File: config.mk
export PLATFORM = sky130hd
export DESIGN_NAME = seg_scan_flat
export DESIGN_NICKNAME = d
export VERILOG_FILES = /design/src/rtl/seg_scan_pkg.sv /design/src/rtl/seg_scan_if.sv /design/src/rtl/seg_scan_timer.sv /design/src/rtl/seg_scan.sv /design/src/flat_wrapper.sv
export SDC_FILE = /design/constraint.sdc
export NUM_CORES = 1
export LEC_CHECK = 0
export ABC_AREA = 1
export CORE_ASPECT_RATIO = 1.75
export CORE_MARGIN = 2
export CORE_UTILIZATION = 29
export CTS_BUF_LIST = sky130_fd_sc_hd__clkbuf_16
export DETAILED_ROUTE_END_ITERATION = 10
export MAX_ROUTING_LAYER = met4
export PLACE_DENSITY_LB_ADDON = 0.25
export SLEW_MARGIN = 10
export SYNTH_ARGS = -nofsm -noshare
export SYNTH_HDL_FRONTEND = slang
export SYNTH_SLANG_ARGS = --single-unit
File: constraint.sdc
create_clock -name clk -period 2.8 [get_ports clk]
set_input_delay 0.56 -clock clk [delete_from_list [all_inputs] [get_ports clk]]
set_output_delay 0.56 -clock clk [all_outputs]
set_load 0.01 [all_outputs]
File: src/rtl/seg_scan_pkg.sv
// seg_scan_pkg: shared types and constants for the multiplexed
// seven-segment scan driver.
//   scan_e    - scan FSM state encoding (off / dead-time / digit on)
//   seg_blank - returns a mask of w ones; used to build the all-off segment
//               byte (segments are active-low, so all ones = dark)
package seg_scan_pkg;

  typedef enum logic [1:0] {
    SCAN_OFF  = 2'd0,
    SCAN_DEAD = 2'd1,
    SCAN_ON   = 2'd2
  } scan_e;

  localparam int SEG_W_MAX = 64;

  function automatic logic [SEG_W_MAX-1:0] seg_blank(input int w);
    logic [SEG_W_MAX-1:0] m;
    m = '0;
    for (int i = 0; i < SEG_W_MAX; i++) begin
      if (i < w) m[i] = 1'b1;
    end
    return m;
  endfunction

endpackage

File: src/rtl/seg_scan_if.sv
// seg_scan_if: signal bundle between the time-keeping counter and the scan
// driver, plus the display-side outputs.
//   seg_in     - DIGITS packed segment bytes, digit i at [i*SEG_W +: SEG_W]
//   in_valid   - capture strobe for seg_in
//   blank      - level, 1 forces the display dark
//   blink_mask - digits to blink (only when SEG_SCAN_BLINK_EN is defined)
//   an_out     - active-low digit enables
//   seg_out    - active-low shared segment bus
//   frame_done - one-cycle pulse at the end of each scan frame
// Modports: master = producer/display side, slave = scan driver.
interface seg_scan_if #(
  parameter int DIGITS = 6,
  parameter int SEG_W  = 8
);
  logic [DIGITS*SEG_W-1:0] seg_in;
  logic                    in_valid;
  logic                    blank;
`ifdef SEG_SCAN_BLINK_EN
  logic [DIGITS-1:0]       blink_mask;
`endif
  logic [DIGITS-1:0]       an_out;
  logic [SEG_W-1:0]        seg_out;
  logic                    frame_done;

`ifdef SEG_SCAN_BLINK_EN
  modport master (output seg_in, in_valid, blank, blink_mask,
                  input  an_out, seg_out, frame_done);
  modport slave  (input  seg_in, in_valid, blank, blink_mask,
                  output an_out, seg_out, frame_done);
`else
  modport master (output seg_in, in_valid, blank,
                  input  an_out, seg_out, frame_done);
  modport slave  (input  seg_in, in_valid, blank,
                  output an_out, seg_out, frame_done);
`endif
endinterface

File: src/rtl/seg_scan_timer.sv
// seg_scan_timer: slot position counter for the scan driver.
// Counts 0..SCAN_DIV-1 and wraps; clr forces it to 0 on the next edge.
//   clk - clock, rst - asynchronous active-low reset
//   clr - synchronous clear
//   cnt - current position within the slot
//   tc  - high while cnt == SCAN_DIV-1
module seg_scan_timer #(
  parameter  int SCAN_DIV = 1000,
  localparam int CNT_W    = $clog2(SCAN_DIV)
) (
  input  logic             clk,
  input  logic             rst,
  input  logic             clr,
  output logic [CNT_W-1:0] cnt,
  output logic             tc
);

  logic [CNT_W-1:0] cnt_reg;

  assign tc  = (cnt_reg == CNT_W'(SCAN_DIV - 1));
  assign cnt = cnt_reg;

  always_ff @(posedge clk or negedge rst) begin
    if (!rst) begin
      cnt_reg <= '0;
    end else if (clr || tc) begin
      cnt_reg <= '0;
    end else begin
      cnt_reg <= cnt_reg + 1'b1;
    end
  end

endmodule

File: src/rtl/seg_scan.sv
// seg_scan: multiplexed seven-segment display driver.
// Scans DIGITS digits one slot at a time (SCAN_DIV cycles per slot, the
// first DEAD cycles of each slot dark), double-buffering the input bytes so
// a frame never mixes two time values.
// Ports:
//   clk - clock (rising edge)
//   rst - asynchronous active-low reset
//   bus - seg_scan_if.slave: seg_in/in_valid/blank[/blink_mask] in,
//         an_out/seg_out/frame_done out (all outputs registered)
// Optional feature: define SEG_SCAN_BLINK_EN to add blink_mask and the
// frame-count blink phase; otherwise no digit ever blinks.
module seg_scan
  import seg_scan_pkg::*;
#(
  parameter int DIGITS       = 6,
  parameter int SEG_W        = 8,
  parameter int SCAN_DIV     = 1000,
  parameter int DEAD         = 2,
  parameter int BLINK_FRAMES = 64
) (
  input logic       clk,
  input logic       rst,
  seg_scan_if.slave bus
);

  localparam int CNT_W = $clog2(SCAN_DIV);
  localparam int DIG_W = $clog2(DIGITS);
  localparam logic [SEG_W-1:0] SEG_BLANK = SEG_W'(seg_blank(SEG_W));

  scan_e                        state_reg, state_next;
  logic [DIG_W-1:0]             digit_reg, digit_next;
  logic [CNT_W-1:0]             cnt;
  logic                         tc;
  logic                         timer_clr;

  logic [DIGITS-1:0][SEG_W-1:0] seg_in_a;
  logic [DIGITS-1:0][SEG_W-1:0] pending_reg;
  logic [DIGITS-1:0][SEG_W-1:0] active_reg, active_next;
  logic                         pend_vld_reg, pend_vld_next;
  logic                         transfer;

  logic [DIGITS-1:0]            an_reg, an_next;
  logic [SEG_W-1:0]             seg_reg, seg_next;
  logic                         fd_reg, fd_next;
  logic                         hide;

  assign seg_in_a = bus.seg_in;

  // Slot counter is held at 0 while off and restarts from 0 on blank.
  assign timer_clr = bus.blank || (state_reg == SCAN_OFF);

  seg_scan_timer #(.SCAN_DIV(SCAN_DIV)) u_timer (
    .clk (clk),
    .rst (rst),
    .clr (timer_clr),
    .cnt (cnt),
    .tc  (tc)
  );

  // ---------------- FSM: state register ----------------
  always_ff @(posedge clk or negedge rst) begin
    if (!rst) begin
      state_reg <= SCAN_OFF;
      digit_reg <= '0;
    end else begin
      state_reg <= state_next;
      digit_reg <= digit_next;
    end
  end

  // ---------------- FSM: next state ----------------
  always_comb begin
    state_next = state_reg;
    digit_next = digit_reg;
    if (bus.blank) begin
      state_next = SCAN_OFF;
      digit_next = '0;
    end else begin
      case (state_reg)
        SCAN_OFF: begin
          state_next = SCAN_DEAD;
          digit_next = '0;
        end
        SCAN_DEAD: begin
          if (cnt == CNT_W'(DEAD - 1)) state_next = SCAN_ON;
        end
        SCAN_ON: begin
          if (tc) begin
            state_next = SCAN_DEAD;
            digit_next = (digit_reg == DIG_W'(DIGITS - 1)) ? '0 : digit_reg + 1'b1;
          end
        end
        default: begin
          state_next = SCAN_OFF;
          digit_next = '0;
        end
      endcase
    end
  end

  // ---------------- input double buffer ----------------
  // Active only changes at a frame boundary or while dark, so one frame
  // always shows one captured value. A strobe on the transfer cycle itself
  // bypasses the pending buffer.
  assign transfer = fd_reg || (state_reg == SCAN_OFF);

  always_comb begin
    active_next   = active_reg;
    pend_vld_next = pend_vld_reg | bus.in_valid;
    if (transfer) begin
      if (bus.in_valid)      active_next = seg_in_a;
      else if (pend_vld_reg) active_next = pending_reg;
      pend_vld_next = 1'b0;
    end
  end

  always_ff @(posedge clk or negedge rst) begin
    if (!rst) begin
      pending_reg  <= {DIGITS{SEG_BLANK}};
      active_reg   <= {DIGITS{SEG_BLANK}};
      pend_vld_reg <= 1'b0;
    end else begin
      if (bus.in_valid) pending_reg <= seg_in_a;
      active_reg   <= active_next;
      pend_vld_reg <= pend_vld_next;
    end
  end

  // ---------------- optional blink ----------------
`ifdef SEG_SCAN_BLINK_EN
  localparam int FC_W = (BLINK_FRAMES > 1) ? $clog2(BLINK_FRAMES) : 1;

  logic [FC_W-1:0] fcnt_reg;
  logic            phase_reg;

  // Phase flips every BLINK_FRAMES completed frames. It settles on the
  // frame-boundary edge, which always precedes the next ON cycle by at
  // least one dead cycle, so using the registered value is safe.
  always_ff @(posedge clk or negedge rst) begin
    if (!rst) begin
      fcnt_reg  <= '0;
      phase_reg <= 1'b0;
    end else if (state_reg == SCAN_OFF) begin
      fcnt_reg  <= '0;
      phase_reg <= 1'b0;
    end else if (fd_reg) begin
      if (fcnt_reg == FC_W'(BLINK_FRAMES - 1)) begin
        fcnt_reg  <= '0;
        phase_reg <= ~phase_reg;
      end else begin
        fcnt_reg <= fcnt_reg + 1'b1;
      end
    end
  end

  assign hide = phase_reg && bus.blink_mask[digit_next];
`else
  assign hide = 1'b0;
`endif

  // ---------------- FSM: outputs (from next state) ----------------
  always_comb begin
    seg_next = SEG_BLANK;
    if ((state_next == SCAN_ON) && !hide) seg_next = active_next[digit_next];
    // The pulse marks the terminal-count cycle of the last digit; register
    // it one cycle early, when the counter is one short of terminal.
    fd_next = (state_next == SCAN_ON) &&
              (digit_next == DIG_W'(DIGITS - 1)) &&
              (cnt == CNT_W'(SCAN_DIV - 2));
  end

  for (genvar gi = 0; gi < DIGITS; gi++) begin : g_an
    assign an_next[gi] = !((state_next == SCAN_ON) && (digit_next == DIG_W'(gi)));
  end

  always_ff @(posedge clk or negedge rst) begin
    if (!rst) begin
      an_reg  <= '1;
      seg_reg <= SEG_BLANK;
      fd_reg  <= 1'b0;
    end else begin
      an_reg  <= an_next;
      seg_reg <= seg_next;
      fd_reg  <= fd_next;
    end
  end

  assign bus.an_out     = an_reg;
  assign bus.seg_out    = seg_reg;
  assign bus.frame_done = fd_reg;

endmodule

File: src/flat_wrapper.sv
// flat-port wrapper written by rule: the top's interface ports become plain ports
module seg_scan_flat import seg_scan_pkg::*;
#(
  parameter int DIGITS       = 6,
  parameter int SEG_W        = 8,
  parameter int SCAN_DIV     = 1000,
  parameter int DEAD         = 2,
  parameter int BLINK_FRAMES = 64
)
  (clk, rst, bus_seg_in, bus_in_valid, bus_blank, bus_an_out, bus_seg_out, bus_frame_done);
  seg_scan_if #(.DIGITS(DIGITS), .SEG_W(SEG_W)) bus_i ();
  input logic clk;
  input logic rst;
  input wire logic [$bits(bus_i.seg_in)-1:0] bus_seg_in;
  input wire logic [$bits(bus_i.in_valid)-1:0] bus_in_valid;
  input wire logic [$bits(bus_i.blank)-1:0] bus_blank;
  output wire logic [$bits(bus_i.an_out)-1:0] bus_an_out;
  output wire logic [$bits(bus_i.seg_out)-1:0] bus_seg_out;
  output wire logic [$bits(bus_i.frame_done)-1:0] bus_frame_done;
  assign bus_i.seg_in = bus_seg_in;
  assign bus_i.in_valid = bus_in_valid;
  assign bus_i.blank = bus_blank;
  assign bus_an_out = bus_i.an_out;
  assign bus_seg_out = bus_i.seg_out;
  assign bus_frame_done = bus_i.frame_done;
  seg_scan #(.DIGITS(DIGITS), .SEG_W(SEG_W), .SCAN_DIV(SCAN_DIV), .DEAD(DEAD), .BLINK_FRAMES(BLINK_FRAMES)) u_core (.clk(clk), .rst(rst), .bus(bus_i));
endmodule
==> flow_metrics.tcl, run 1 <==
set metrics [dict create \
    wl_per_cell_um 14.1 \
    max_freq_ghz 0.460 \
    finalInstanceArea_um2 7270 \
    cts.clk_slew.worst_paths_ns 0.06 \
    start_kind "flop" \
    synth_cells 606 \
    ir_drop_uv 342 \
    initial_core_util_pct 29.5 \
    io_pins 67 \
    report.power.total_mw 5.00 \
    cts_buffer_depth 2 \
    cp_data_required_time_ns 3.16 \
    status "finished clean" \
    antenna_found_initial 0 \
    ys_ff_latch 127 \
    track_usage_pct 13.4 \
    routed_wl_um 13200 \
    leakage_nw 3.22 \
    maxSlewHeadroom_pct 68.6 \
    clkLatencyLatePin_ns 0.41 \
    ys.warnings.count 0 \
    syn-cell-area_um2 5800 \
    cap_violations 0 \
    r2r_slack_ns 0.63 \
    die_h_um 191 \
    yosysSeqAreaShare_pct 57.2 \
    cts_root_buf "clkbuf_16" \
    synth_fp_nets 665 \
    finalHoldViolCount 0 \
    worst_clock_skew_ns 0.00794 \
    syn_area_per_cell_um2 9.56 \
    via_per_inst 4.44 \
    die_area_um2 21200 \
    cts_resized 0 \
    die_w_um 111 \
    drt-initial-drc-count 205 \
    hpwl_um 9480 \
    cp.arrival_ns 2.53 \
    placed_cell_area_um2 6710 \
    ctsHoldBuffers 0 \
    port_buffers 66 \
    detail-route-antenna-nets 0 \
    tns_ns 0 \
    rsz0062_at_grt "false" \
    r2r-start "u_core.state_reg[0]$_DFF_PN0_" \
    crit_type "flop to flop" \
    reg2reg_depth 11 \
    grt_pass1_vias 4358 \
    p_per_area_nw_per_um2 688 \
    first_pass_iters 4 \
    setup_viol_count_final 0 \
    synth_area_leader_cell "dfstp_2" \
    num_rows 68 \
    via_count 4139 \
    cts_made_buffers 17 \
    critPathLaunch "u_core.state_reg[0]$_DFF_PN0_" \
    final_core_util_pct 37.0 \
    overflow 0 \
    drive_gt1_share_pct 32.1 \
    h-tree-depth 4 \
    n_antenna_cell 0 \
    gp_congestion 0.878 \
    synth.top_cell.area_share_pct 49.9 \
    netlist_top_cells_area "dfstp_2, nand2_1, mux2_2, dfrtp_1, nand3_1" \
    drc 0 \
    coreArea_um2 19700 \
    fillCellCount 1965 \
    crit_fanout 47 \
    cts_setup_buffers 0 \
    min_path_type "input pin to async pin" \
    drv_slew 0 \
    cts_sinks 127 \
    r2r_end "u_core.bus.seg_out[3]$_DFF_PN1_" \
    grt_max_degree 75 \
    cts_tree "built" \
    finalCritPeriodShare_pct 77.6 \
    worst_slew_pin_slew_ns 0.472 \
    cp-end-kind "flop" \
    nets 734 \
    period_minus_slack_ns 2.17 \
    grt_pass1_wl_um 21900 \
    syn2layout_area_growth_pct 25.4 \
    synth_cell_types 33 \
]
-- layer usage --
layer	part of all wire (%)	up-vias	global-route usage, %
li1	-	2043	-
met1	41	1989	14.7
met2	53	88	23.4
met3	3.7	19	2.89
met4	2.6	0	6.20
met5	0	-	-
-- cell usage in the layout, fill, tap and decap left out, drive strengths merged, types with 2 or more instances in the layout --
cell and count:
nor3b 3, a21boi 9, clkdlybuf4s50 64, nand4 2, clkinv 4, inv 52, nand2 244, nand3 40
buf 11, dfstp 110, ha 7, clkbuf 17, clkinvlp 5, o21ai 11, mux2 47, nor2 28
nor3 8, dfrtp 17, a21oi 6
-- Yosys cell counts --
master	number
nand3_1	38
ha_1	7
nand3_2	1
a21oi_1	4
inv_2	6
nand2_2	4
buf_4	4
nand2_4	1
nand4_1	1
clkbuf_1	5
a21boi_1	1
o22a_1	1
dfrtp_1	17
nor3b_1	3
a21oi_4	1
buf_2	12
nand2_1	239
a211oi_1	1
clkbuf_2	1
o21ai_0	3
nand3_4	1
buf_6	3
nor2_1	23
nor2_2	4
mux2_2	47
inv_1	41
nand4_2	1
o21ai_1	8
a21oi_2	1
nor2_4	1
nor3_1	8
dfstp_2	110
a21boi_0	8
-- worst max-delay path by stage --
stage,to,slack [ns],depth (start not counted)
6_report,u_core.bus.seg_out[3]$_DFF_PN1_,0.63,11
5_1_grt,u_core.bus.seg_out[3]$_DFF_PN1_,0.31,11
4_1_cts,u_core.bus.seg_out[4]$_DFF_PN1_,0.58,11
3_5_place_dp,u_core.bus.an_out[2]$_DFF_PN1_,0.52,8
3_3_place_gp,u_core.bus.seg_out[2]$_DFF_PN1_,0.59,11
2_1_floorplan,u_core.bus.seg_out[0]$_DFF_PN1_,0.96,12
-- power by group --
part	leakage [nW]	switching [mW]	internal, mW
clock	0.262	0.878	1.23
sequential	1.39	0.0558	2.20
combinational	1.56	0.377	0.261
-- through the flow --
step                instances  worst slack [ns]  hold WS [ns]
finish                    933             0.627        0.0223
global route              933             0.311        0.0250
CTS                       933             0.575        0.0171
detailed placement        901             0.515         0.463
global placement          901             0.589         0.460
floorplan                 606             0.956         0.264
-- cell type report --
type                    instances  area [µm²]  share of cell area [%]
flip-flops and latches        127        3320                    45.6
multi-input cells             407        2160                    29.8
repair buffers                 75         746                    10.3
clock buffers                  17         425                    5.85
well taps                     245         307                    4.22
inverters                      47         176                    2.43
clock inverters                15         136                    1.88
-- worst max-delay path, cell delays in order, from the launching register on --
cell	delay, ns
dfrtp_1	0.41
inv_1	0.11
ha_1	0.25
nor2_1	0.11
nor2_4	0.11
buf_4	0.42
a21boi_0	0.25
o21ai_1	0.21
nand2_1	0.07
nand2_1	0.06
nand2_1	0.05
inv_1	0.05
-- cell families (layout without fill, tap and decap cells) --
kind of cell    Yosys count  in the layout  synth area share [%]
compound gates           28             28                  3.17
fa+ha+maj                 7              7                  1.51
buf+inv                  72            154                  5.59
flops                   127            127                  57.2
mux                      47             47                  9.13
simple gates            325            325                  23.4
Note: power is estimated with default switching activity, not from simulation.
==> run 2: changes to the inputs <==
- clock period: 2.8 -> 2.04 ns (I/O delays scaled with it)
==> run 2 against run 1 <==
Die area unchanged. Maximum frequency increased by 13%. Flip-flop and latch count stayed put. Non-clock buffer count grew 20. Setup slack lost 0.51 ns. Final area is 4.4% higher. Critical endpoint unchanged.
==> flow_metrics.tcl, run 2 (synthesis gave the netlist of run 1 again) <==
set metrics [dict create \
    status "finished clean" \
    finalHoldViolCount 0 \
    hpwl_um 9990 \
    h-tree-depth 4 \
    wl_per_cell_um 14.2 \
    routed_wl_um 13500 \
    stdcell_count 953 \
    first_pass_iters 4 \
    n_antenna_cell 0 \
    cp.arrival_ns 2.27 \
    initial_core_util_pct 29.5 \
    ir_drop_uv 474 \
    fillCellCount 1928 \
    die_w_um 111 \
    min_path_type "input pin to flop" \
    max_freq_ghz 0.519 \
    comb_power_share_pct 13.3 \
    r2r-start "u_core.u_timer.cnt[0]$_DFF_PN0_" \
    cts.clk_slew.worst_paths_ns 0.06 \
    finalCritPeriodShare_pct 94.4 \
    p_seq_share_pct 44.1 \
    rsz0062_at_grt "true" \
    detail-route-antenna-nets 0 \
    nets 754 \
    die_h_um 191 \
    grt_pass1_vias 4672 \
    final_common_cell "nand2_1" \
    seqCellArea_um2 3320 \
    cts_root_buf "clkbuf_16" \
    cts_made_buffers 17 \
    die_area_um2 21200 \
    drive_gt1_share_pct 35.7 \
    switching_share_pct 25.5 \
    cts_tree "built" \
    crit_type "flop to flop" \
    grt_max_degree 60 \
    port_buffers 66 \
    gp_congestion 0.860 \
    mostFrequentLayoutCells "nand2_1, dfstp_2, clkdlybuf4s50_1, mux2_2, inv_1" \
    maxSlewHeadroom_pct 72.1 \
    r2r_end "u_core.bus.seg_out[3]$_DFF_PN1_" \
    num_rows 68 \
    start_kind "flop" \
    worstSetupEndpoint "u_core.bus.seg_out[3]$_DFF_PN1_" \
    cts_sinks 127 \
    worst_clock_skew_ns 0.00796 \
    multi_input_area_um2 2220 \
    p_sw_mw 1.79 \
    track_usage_pct 14.0 \
    cap_violations 0 \
    cp_data_required_time_ns 2.39 \
    dp_cells 914 \
    drv_slew 0 \
    crit_fanout 10 \
    reg2reg_depth 13 \
    io_pins 67 \
    setup_viol_count_final 0 \
    cp-end-kind "flop" \
    via_count 4231 \
    p_clk_share_pct 42.6 \
    critPathLaunch "u_core.u_timer.cnt[0]$_DFF_PN0_" \
    grt_pass1_wl_um 22900 \
    final_core_util_pct 38.6 \
    p_int_mw 5.23 \
    worst_slew_pin_slew_ns 0.419 \
    syn2layout_area_growth_pct 30.9 \
    p_per_area_nw_per_um2 926 \
    antenna_found_initial 0 \
    cts_buffer_depth 2 \
    via_per_inst 4.44 \
    clkLatencyLatePin_ns 0.42 \
    drt-initial-drc-count 142 \
    r2r_slack_ns 0.12 \
    leakage_nw 3.35 \
    period_minus_slack_ns 1.93 \
    drc 0 \
    coreArea_um2 19700 \
    overflow 0 \
]
## run 2: cell type report
type / instances / share of cell area, %
inverters: 47 / 2.36
clock buffers: 17 / 5.61
clock inverters: 15 / 2.14
flip-flops and latches: 127 / 43.7
well taps: 245 / 4.04
repair buffers: 95 / 12.9
multi-input cells: 407 / 29.2
## run 2: repair_timing
action,in CTS,in global routing
resized for setup,3,22
setup endpoints to repair,5,14
buffers inserted,2,4
hold buffers,1,0
hold endpoints to repair,10,0
pin swaps,2,3
## run 2: routing by layer
layer,global-route usage [%],vias to the layer above,routed length (µm)
li1,-,2082,-
met1,14.8,2032,5410
met2,24.2,83,7050
met3,3.39,34,506
met4,7.64,0,548
met5,-,-,0
## run 2: power groups by stage
| stage | registers [mW] | clock network [mW] | logic (mW) |
|---|---|---|---|
| global route | 3.13 | 3.20 | 1.06 |
| finish | 3.10 | 2.99 | 0.934 |
| floorplan | 3.12 | 0 | 0.562 |
| global placement | 3.13 | 0 | 0.916 |
| CTS | 3.10 | 3.08 | 0.944 |
| detailed placement | 3.14 | 0 | 0.934 |
## run 2: worst min-delay path by stage
stage          cells after the start                               to    startpoint
2_1_floorplan                      0  u_core.bus.frame_done$_DFF_PN0_           rst
3_3_place_gp                       1  u_core.u_timer.cnt[5]$_DFF_PN0_           rst
3_5_place_dp                       1  u_core.u_timer.cnt[7]$_DFF_PN0_           rst
4_1_cts                            2  u_core.u_timer.cnt[9]$_DFF_PN0_           rst
5_1_grt                            2  u_core.u_timer.cnt[9]$_DFF_PN0_           rst
6_report                           3    u_core.pend_vld_reg$_DFF_PN0_  bus_in_valid
## run 2: critical path: stages, from the launching register on
cell     delay (ns)
dfrtp_1        0.42
ha_2           0.19
nand2_1        0.10
inv_4          0.06
buf_4          0.13
nand3_1        0.09
nand3_2        0.10
a21oi_4        0.21
inv_2          0.07
nor2_4         0.12
buf_12         0.14
nand2_1        0.06
nand2_1        0.11
inv_1          0.05
## run 2: stage by stage
stage                     setup slack (ns)  power (mW)  TNS [ns]  hold WS [ns]  cell area [µm²]
after floorplan                      0.259        3.68         0         0.112             5800
after global placement             -0.0718        4.04    -0.167         0.367             6870
after detailed placement           -0.0841        4.07    -0.285         0.373             6870
after CTS                          0.00426        7.13         0         0.457             7500
after global routing               -0.0160        7.40   -0.0334         0.487             7590
final                                0.115        7.03         0         0.455             7590
